**src/rtl/out_port_pkg.sv**
```systemverilog
// rtl/out_port_pkg.sv - shared types and helpers for the multi-channel output port
//
// Purpose: mode encoding, mode field width and counter sizing helper used by
// out_port_chan and out_port_bank.
package out_port_pkg;

  localparam int MODE_W = 2;

  typedef enum logic [MODE_W-1:0] {
    MODE_LATCH = 2'd0,
    MODE_PULSE = 2'd1,
    MODE_BLINK = 2'd2,
    MODE_RSVD  = 2'd3
  } out_mode_t;

  function automatic int max_int(input int a, input int b);
    return (a > b) ? a : b;
  endfunction

  // One counter serves both pulse and blink timing, so it is sized for the
  // longer of the two; never narrower than one bit.
  function automatic int cnt_width(input int pulse_len, input int blink_div);
    int w;
    w = $clog2(max_int(pulse_len, blink_div));
    return (w < 1) ? 1 : w;
  endfunction

endpackage

```
**src/rtl/out_port_bank_if.sv**
```systemverilog
// rtl/out_port_bank_if.sv - write/readback bus bundle for out_port_bank
//
// Purpose: groups the CPU-side write strobe, channel address, data and the
// packed channel outputs. The readback pair exists only when
// OUT_PORT_BANK_READBACK_EN is defined.
// Signals:
//   wr_en, wr_ctrl, addr, D  bus -> port bank (write side)
//   Q, busy                  port bank -> indicators
//   rd_en / rd_data          optional readback
// Modports: master (bus side), slave (port bank side).
interface out_port_bank_if #(
  parameter int WIDTH  = 4,
  parameter int NUM_CH = 4,
  parameter int AW     = 2
);
  logic                      wr_en;
  logic                      wr_ctrl;
  logic [AW-1:0]             addr;
  logic [WIDTH-1:0]          D;
  logic [NUM_CH*WIDTH-1:0]   Q;
  logic [NUM_CH-1:0]         busy;
`ifdef OUT_PORT_BANK_READBACK_EN
  logic                      rd_en;
  logic [WIDTH-1:0]          rd_data;
`endif

  modport master (
    output wr_en, wr_ctrl, addr, D,
`ifdef OUT_PORT_BANK_READBACK_EN
    output rd_en,
    input  rd_data,
`endif
    input  Q, busy
  );

  modport slave (
    input  wr_en, wr_ctrl, addr, D,
`ifdef OUT_PORT_BANK_READBACK_EN
    input  rd_en,
    output rd_data,
`endif
    output Q, busy
  );

endinterface

```
**src/rtl/out_port_chan.sv**
```systemverilog
// rtl/out_port_chan.sv - one output channel: data/mode registers, pulse and blink timing
//
// Purpose: holds one WIDTH-bit output value and shows it in latch, timed-pulse
// or blink mode. Output and busy are registered.
// Ports:
//   clk, reset     clock, asynchronous active-high reset
//   i_wr_data      data write to this channel (already address-decoded)
//   i_wr_mode      mode write to this channel (i_d[1:0] is the new mode)
//   i_d            write data
//   o_q, o_busy    channel output value and pulse-active flag
//   o_data, o_mode raw registers for readback (OUT_PORT_BANK_READBACK_EN only)
module out_port_chan
  import out_port_pkg::*;
#(
  parameter int WIDTH     = 4,
  parameter int PULSE_LEN = 8,
  parameter int BLINK_DIV = 16
) (
  input  logic             clk,
  input  logic             reset,
  input  logic             i_wr_data,
  input  logic             i_wr_mode,
  input  logic [WIDTH-1:0] i_d,
  output logic [WIDTH-1:0] o_q,
  output logic             o_busy
`ifdef OUT_PORT_BANK_READBACK_EN
  ,
  output logic [WIDTH-1:0] o_data,
  output out_mode_t        o_mode
`endif
);

  localparam int CW = cnt_width(PULSE_LEN, BLINK_DIV);
  localparam logic [CW-1:0] PULSE_LOAD = CW'(PULSE_LEN - 1);
  localparam logic [CW-1:0] BLINK_LOAD = CW'(BLINK_DIV - 1);
  localparam logic [CW-1:0] CNT_ONE    = CW'(1);

  logic [WIDTH-1:0] r_data, w_data_nxt;
  out_mode_t        r_mode, w_mode_nxt;
  logic [CW-1:0]    r_cnt, w_cnt_nxt;
  logic             r_phase, w_phase_nxt;
  logic             r_busy, w_busy_nxt;
  logic [WIDTH-1:0] r_q, w_q_nxt;

  always_comb begin
    w_data_nxt  = r_data;
    w_mode_nxt  = r_mode;
    w_cnt_nxt   = r_cnt;
    w_phase_nxt = r_phase;
    w_busy_nxt  = r_busy;
    if (i_wr_mode) begin
      // Mode change restarts timing from a clean state; data is kept.
      w_mode_nxt  = out_mode_t'(i_d[MODE_W-1:0]);
      w_cnt_nxt   = '0;
      w_phase_nxt = 1'b0;
      w_busy_nxt  = 1'b0;
    end else begin
      case (r_mode)
        MODE_PULSE: begin
          // A write takes priority over expiry, so a write on the last
          // visible cycle retriggers without busy dropping.
          if (i_wr_data) begin
            w_data_nxt = i_d;
            w_busy_nxt = 1'b1;
            w_cnt_nxt  = PULSE_LOAD;
          end else if (r_busy) begin
            if (r_cnt == '0) w_busy_nxt = 1'b0;
            else             w_cnt_nxt  = r_cnt - CNT_ONE;
          end
        end
        MODE_BLINK: begin
          if (i_wr_data) begin
            w_data_nxt  = i_d;
            w_phase_nxt = 1'b1;
            w_cnt_nxt   = BLINK_LOAD;
          end else if (r_cnt == '0) begin
            w_phase_nxt = ~r_phase;
            w_cnt_nxt   = BLINK_LOAD;
          end else begin
            w_cnt_nxt = r_cnt - CNT_ONE;
          end
        end
        default: begin
          // LATCH and the reserved encoding behave identically.
          if (i_wr_data) w_data_nxt = i_d;
        end
      endcase
    end

    case (w_mode_nxt)
      MODE_PULSE: w_q_nxt = w_busy_nxt  ? w_data_nxt : '0;
      MODE_BLINK: w_q_nxt = w_phase_nxt ? w_data_nxt : '0;
      default:    w_q_nxt = w_data_nxt;
    endcase
  end

  always_ff @(posedge clk or posedge reset) begin
    if (reset) begin
      r_data  <= '0;
      r_mode  <= MODE_LATCH;
      r_cnt   <= '0;
      r_phase <= 1'b0;
      r_busy  <= 1'b0;
      r_q     <= '0;
    end else begin
      r_data  <= w_data_nxt;
      r_mode  <= w_mode_nxt;
      r_cnt   <= w_cnt_nxt;
      r_phase <= w_phase_nxt;
      r_busy  <= w_busy_nxt;
      r_q     <= w_q_nxt;
    end
  end

  assign o_q    = r_q;
  assign o_busy = r_busy;
`ifdef OUT_PORT_BANK_READBACK_EN
  assign o_data = r_data;
  assign o_mode = r_mode;
`endif

endmodule

```
**src/rtl/out_port_bank.sv**
```systemverilog
// rtl/out_port_bank.sv - memory-mapped bank of NUM_CH latch/pulse/blink output channels
//
// Purpose: decodes bus writes to one of NUM_CH channels and packs the channel
// outputs; channel i drives Q[i*WIDTH +: WIDTH] and busy[i].
// Ports:
//   clk    system clock
//   reset  asynchronous, active-high
//   bus    out_port_bank_if.slave (wr_en, wr_ctrl, addr, D in; Q, busy out)
// Optional: OUT_PORT_BANK_READBACK_EN adds bus.rd_en / bus.rd_data, a
// registered readback of the addressed channel's data (or mode with wr_ctrl).
module out_port_bank
  import out_port_pkg::*;
#(
  parameter int WIDTH     = 4,
  parameter int NUM_CH    = 4,
  parameter int PULSE_LEN = 8,
  parameter int BLINK_DIV = 16,
  localparam int AW       = (NUM_CH > 1) ? $clog2(NUM_CH) : 1
) (
  input  logic          clk,
  input  logic          reset,
  out_port_bank_if.slave bus
);

  localparam logic [AW:0] NUM_CH_W = (AW+1)'(NUM_CH);

  logic                    w_addr_ok;
  logic                    w_wr_ok;
  logic [NUM_CH*WIDTH-1:0] w_q;
  logic [NUM_CH-1:0]       w_busy;

  // Addresses past the last channel are silently dropped.
  assign w_addr_ok = ({1'b0, bus.addr} < NUM_CH_W);
  assign w_wr_ok   = bus.wr_en & w_addr_ok;

`ifdef OUT_PORT_BANK_READBACK_EN
  logic [WIDTH-1:0] w_data [NUM_CH];
  out_mode_t        w_mode [NUM_CH];
  logic [WIDTH-1:0] r_rd_data;
`endif

  for (genvar gi = 0; gi < NUM_CH; gi++) begin : g_ch
    logic w_sel;
    assign w_sel = w_wr_ok && (bus.addr == AW'(gi));

    out_port_chan #(
      .WIDTH     (WIDTH),
      .PULSE_LEN (PULSE_LEN),
      .BLINK_DIV (BLINK_DIV)
    ) u_chan (
      .clk       (clk),
      .reset     (reset),
      .i_wr_data (w_sel & ~bus.wr_ctrl),
      .i_wr_mode (w_sel &  bus.wr_ctrl),
      .i_d       (bus.D),
      .o_q       (w_q[gi*WIDTH +: WIDTH]),
      .o_busy    (w_busy[gi])
`ifdef OUT_PORT_BANK_READBACK_EN
      ,
      .o_data    (w_data[gi]),
      .o_mode    (w_mode[gi])
`endif
    );
  end

  assign bus.Q    = w_q;
  assign bus.busy = w_busy;

`ifdef OUT_PORT_BANK_READBACK_EN
  always_ff @(posedge clk or posedge reset) begin
    if (reset) begin
      r_rd_data <= '0;
    end else if (bus.rd_en && w_addr_ok) begin
      r_rd_data <= bus.wr_ctrl ? WIDTH'(w_mode[bus.addr]) : w_data[bus.addr];
    end else begin
      r_rd_data <= '0;
    end
  end

  assign bus.rd_data = r_rd_data;
`endif

endmodule

```
**src/flat_wrapper.sv**
```systemverilog
// flat-port wrapper written by rule: the top's interface ports become plain ports
module out_port_bank_flat import out_port_pkg::*;
#(
  parameter int WIDTH     = 4,
  parameter int NUM_CH    = 4,
  parameter int PULSE_LEN = 8,
  parameter int BLINK_DIV = 16,
  localparam int AW       = (NUM_CH > 1) ? $clog2(NUM_CH) : 1
)
  (clk, reset, bus_wr_en, bus_wr_ctrl, bus_addr, bus_D, bus_Q, bus_busy);
  out_port_bank_if #(.WIDTH(WIDTH), .NUM_CH(NUM_CH), .AW(2)) bus_i ();
  input  logic clk;
  input  logic reset;
  input wire logic [$bits(bus_i.wr_en)-1:0] bus_wr_en;
  input wire logic [$bits(bus_i.wr_ctrl)-1:0] bus_wr_ctrl;
  input wire logic [$bits(bus_i.addr)-1:0] bus_addr;
  input wire logic [$bits(bus_i.D)-1:0] bus_D;
  output wire logic [$bits(bus_i.Q)-1:0] bus_Q;
  output wire logic [$bits(bus_i.busy)-1:0] bus_busy;
  assign bus_i.wr_en = bus_wr_en;
  assign bus_i.wr_ctrl = bus_wr_ctrl;
  assign bus_i.addr = bus_addr;
  assign bus_i.D = bus_D;
  assign bus_Q = bus_i.Q;
  assign bus_busy = bus_i.busy;
  out_port_bank #(.WIDTH(WIDTH), .NUM_CH(NUM_CH), .PULSE_LEN(PULSE_LEN), .BLINK_DIV(BLINK_DIV)) u_core (.clk(clk), .reset(reset), .bus(bus_i));
endmodule
```
**config.mk**
```make
export PLATFORM = sky130hd
export DESIGN_NAME = out_port_bank_flat
export DESIGN_NICKNAME = d
export VERILOG_FILES = /design/src/rtl/out_port_pkg.sv /design/src/rtl/out_port_bank_if.sv /design/src/rtl/out_port_chan.sv /design/src/rtl/out_port_bank.sv /design/src/flat_wrapper.sv
export SDC_FILE = /design/constraint.sdc
export NUM_CORES = 1
export LEC_CHECK = 0
export ABC_AREA = 1
export BUFFER_PORTS_ARGS = -buffer_cell sky130_fd_sc_hd__buf_4
export CORE_MARGIN = 3
export CORE_UTILIZATION = 52
export CTS_CLUSTER_SIZE = 16
export DETAILED_ROUTE_END_ITERATION = 10
export PLACE_DENSITY = 0.68
export SLEW_MARGIN = 30
export SYNTH_ARGS = -nofsm -noshare
export SYNTH_HDL_FRONTEND = slang
export SYNTH_HIERARCHICAL = 1
export SYNTH_SLANG_ARGS = --single-unit
```
**constraint.sdc**
```tcl
create_clock -name clk -period 1.6 [get_ports clk]
set_input_delay 0.32 -clock clk [delete_from_list [all_inputs] [get_ports clk]]
set_output_delay 0.32 -clock clk [all_outputs]
set_load 0.02 [all_outputs]
```
==> impl_metrics.yaml <==
status:
  outcome: "complete, no violations"
finish:
  antenna_cells: 0
  syn_to_final_growth_pct: 25.6
  layout.nets: 489
  fin_cells: 547
  layout-drive-gt1-share: 0.375
  num-fill-cells: 499
  design_area_mm2: 0.00429
  final_core_util: 0.699
synthesis:
  synthesis.area_mm2: 0.00341
  ys_warn_count: 6
  synth_edf_count: 0
  ys_types: 23
  yosysTopAreaCell: "dfrtp_1"
  synth.area.top_cells: "dfrtp_1 (47%), inv_1 (8.1%), nand2_1 (6.5%), ha_1 (4.4%), o21ai_2 (4.1%)"
  synth.top_cell.area_share: 0.469
  syn_avg_cell_area_um2: 8.70
  synth_cells: 392
  synth_top_cells_by_count: "inv_1 (74), dfrtp_1 (64), nand2_1 (59)"
  yosysMostFrequentCell: "inv_1"
  synth-main-ff-cell: "dfrtp_1"
  syn_nets: 414
  ys_seq_area_frac: 0.469
  ys_seq_elements: 64
  synth-async-reset-ratio: 1.00
place:
  placedCellCount: 530
  dp_hpwl_um: 5270
  dpl_cell_area_mm2: 0.00405
  gp_congestion: 0.847
  place_ws_ps: -238
  io_buffer_count: 29
floorplan:
  ioPinCount: 30
  start_util: 0.557
  num_rows: 28
  dieHeight_um: 87.0
  die_x_um: 87.0
  core_mm2: 0.00613
  die-area_mm2: 0.00757
timing:
  worstMarginPinSlew_ps: 631
  min_period_over_period: 0.922
  fin_crit_ps: 1480
  rsz0062_at_grt: "false"
  finalHoldViolations: 0
  max_freq_mhz: 678
  skew_ps: 3.19
  fin_ws_ps: 125
  relSlewSlack: 0.579
  setup_viol: 0
  slew_viol_final: 0
worst_setup_path:
  path_class: "in2reg"
  critPathTopFamily: "simple AND/OR/NAND/NOR gates"
  end_kind: "flip-flop"
  path_cells: "buf_4 -> inv_4 -> nand3_4 -> nor2_4 -> inv_2 -> or2_1 -> o21ai_1 -> inv_1 -> ha_4 -> a21oi_4 -> a21oi_1"
  critical_path_arrival_ps: 1690
  timing.critical_path.buf_inv: 4
  cp_slowest_cell: "ha_4"
  worstPathMaxFanout: 5
  critPathLaunchType: "input pin"
  max_stage_delay_ps: 230
  cp.required_ps: 1810
pwr:
  fin_total_pwr_mw: 6.65
  p_leak_nw: 2.18
  powerDensity_mw_per_mm2: 1550
  irDropWorstVdd_uv: 918
detailed_routing:
  vias_per_cell: 4.94
  drtIter0Drc: 104
  first_pass_iters: 4
  drt_wl_total_um: 6880
  vias: 2700
  wl_per_cell_um: 12.6
  drc: 0
  ant_nets: 0
clock_network:
  numCtsBuffers: 9
  clockBufferDepth: 2
  cts_tree: "yes"
  h-tree-depth: 3
  clk_pin_slew_ps: 70
  clk_latency_ps: 340
  cts_sinks: 64
  cts_root_buffer: "clkbuf_8"
  holdBufCountCts: 0
grt:
  globalRouteMet3Util: 0.0577
  met2_usage: 0.311
  met1_usage: 0.281
  first_global_vias: 2619
  antenna_found_initial: 0
  gr-total-overflow: 0
  grt_max_degree: 17
  grt_first_pass_wirelength_um: 12000
  grt_busiest_layer: "met2"
  grt_usage: 0.206
flow_run:
  drv_cap: 0
worst_hold_path:
  min_path_type: "in2async"
[layout make-up]
cell class                 count  area, um^2  share of cell area
clock buffer                  13         159              0.0371
clock inverter                 3        40.0             0.00934
inverter                      89         337              0.0785
multi-input combinational    239        1570               0.367
sequential                    64        1600               0.374
tap                           75        93.8              0.0219
timing repair buffer          64         480               0.112
[timing repair]
action,CTS,global route
endpoints found under the hold margin,0,0
setup buffers,0,1
resized for setup,0,8
endpoints found under the setup margin,0,11
[stage by stage]
step	hold slack (ps)	TNS [ps]
6_report	85.3	0
5_1_grt	115	0
4_1_cts	77.4	0
3_5_place_dp	458	-3060
3_3_place_gp	451	-2310
2_1_floorplan	234	0
[final timing paths]
check | start | to | slack [ps] | depth (start not counted)
worst min register to register | u_core/g_ch[2].u_chan/r_data[3] | u_core/g_ch[2].u_chan/r_data[3] | 470 | 2
max in group asynchronous | reset | u_core/g_ch[2].u_chan/r_cnt[3] | 1100 | 2
worst min-delay path | reset | u_core/g_ch[0].u_chan/r_data[3] | 90 | 2
worst max-delay path | bus_addr[0] | u_core/g_ch[2].u_chan/o_q[0] | 120 | 11
worst max register to register | u_core/g_ch[2].u_chan/r_cnt[0] | u_core/g_ch[2].u_chan/o_q[0] | 150 | 8
min in group clk | bus_D[2] | u_core/g_ch[1].u_chan/r_data[2] | 280 | 3
[layer usage]
metal,vias to the layer above,routed length (um)
met4,0,111
met5,-,0
met3,10,315
met1,1256,3380
li1,1386,-
met2,48,3070
[sequential cells by signal, summed over array words and instances (netlist names)]
name	cells
u_core/g_ch.u_chan/r_mode	8
u_core/g_ch.u_chan/o_q	16
u_core/g_ch.u_chan/o_busy	4
u_core/g_ch.u_chan/r_data	16
u_core/g_ch.u_chan/r_phase	4
u_core/g_ch.u_chan/r_cnt	16
[worst reg2reg max path, cell delays in order, from the launching register on]
cell and delay (ps):
dfrtp_1 360, inv_1 120, ha_2 240, nand2_2 70
nor2_2 120, nand2_1 70, nand3_2 90, nand3_2 110
a21oi_1 180
[where the power goes]
part / switching [mW] / internal, mW / leakage [nW]
clock network: 0.602 / 0.801 / 0.103
registers: 0.264 / 2.14 / 0.793
logic: 1.68 / 1.16 / 1.28
[layout by cell type (no fill, tap or decap), types with 2 or more instances in the layout]
cell | synthesis | layout
ha_4 | 0 | 3
nor2_4 | 6 | 10
o21ai_1 | 16 | 19
or2_1 | 2 | 2
o21ai_0 | 20 | 17
ha_2 | 0 | 3
dfrtp_1 | 64 | 64
nor2_1 | 9 | 5
or2_2 | 4 | 4
xor2_1 | 2 | 2
a21oi_1 | 18 | 18
inv_2 | 15 | 15
clkbuf_8 | 0 | 11
ha_1 | 12 | 6
o21ai_2 | 16 | 16
a21oi_2 | 10 | 10
nand2_1 | 59 | 59
nand2_4 | 2 | 2
nand3_1 | 27 | 24
clkinv_2 | 0 | 2
nor3_1 | 2 | 2
buf_4 | 0 | 64
a21oi_4 | 4 | 4
nand3_2 | 8 | 10
o22ai_1 | 2 | 2
nand2_2 | 10 | 10
clkbuf_1 | 0 | 2
inv_1 | 74 | 73
nor2_2 | 10 | 10
[kinds of logic after synthesis]
group | share of synthesized area
AO/OA/AOI/OAI | 0.169
AND/OR/NAND/NOR | 0.215
flip-flops | 0.469
XOR/XNOR | 0.00513
adder cells (fa/ha/maj) | 0.0440
buffers and inverters | 0.0979
(Power assumes the default switching activity.)
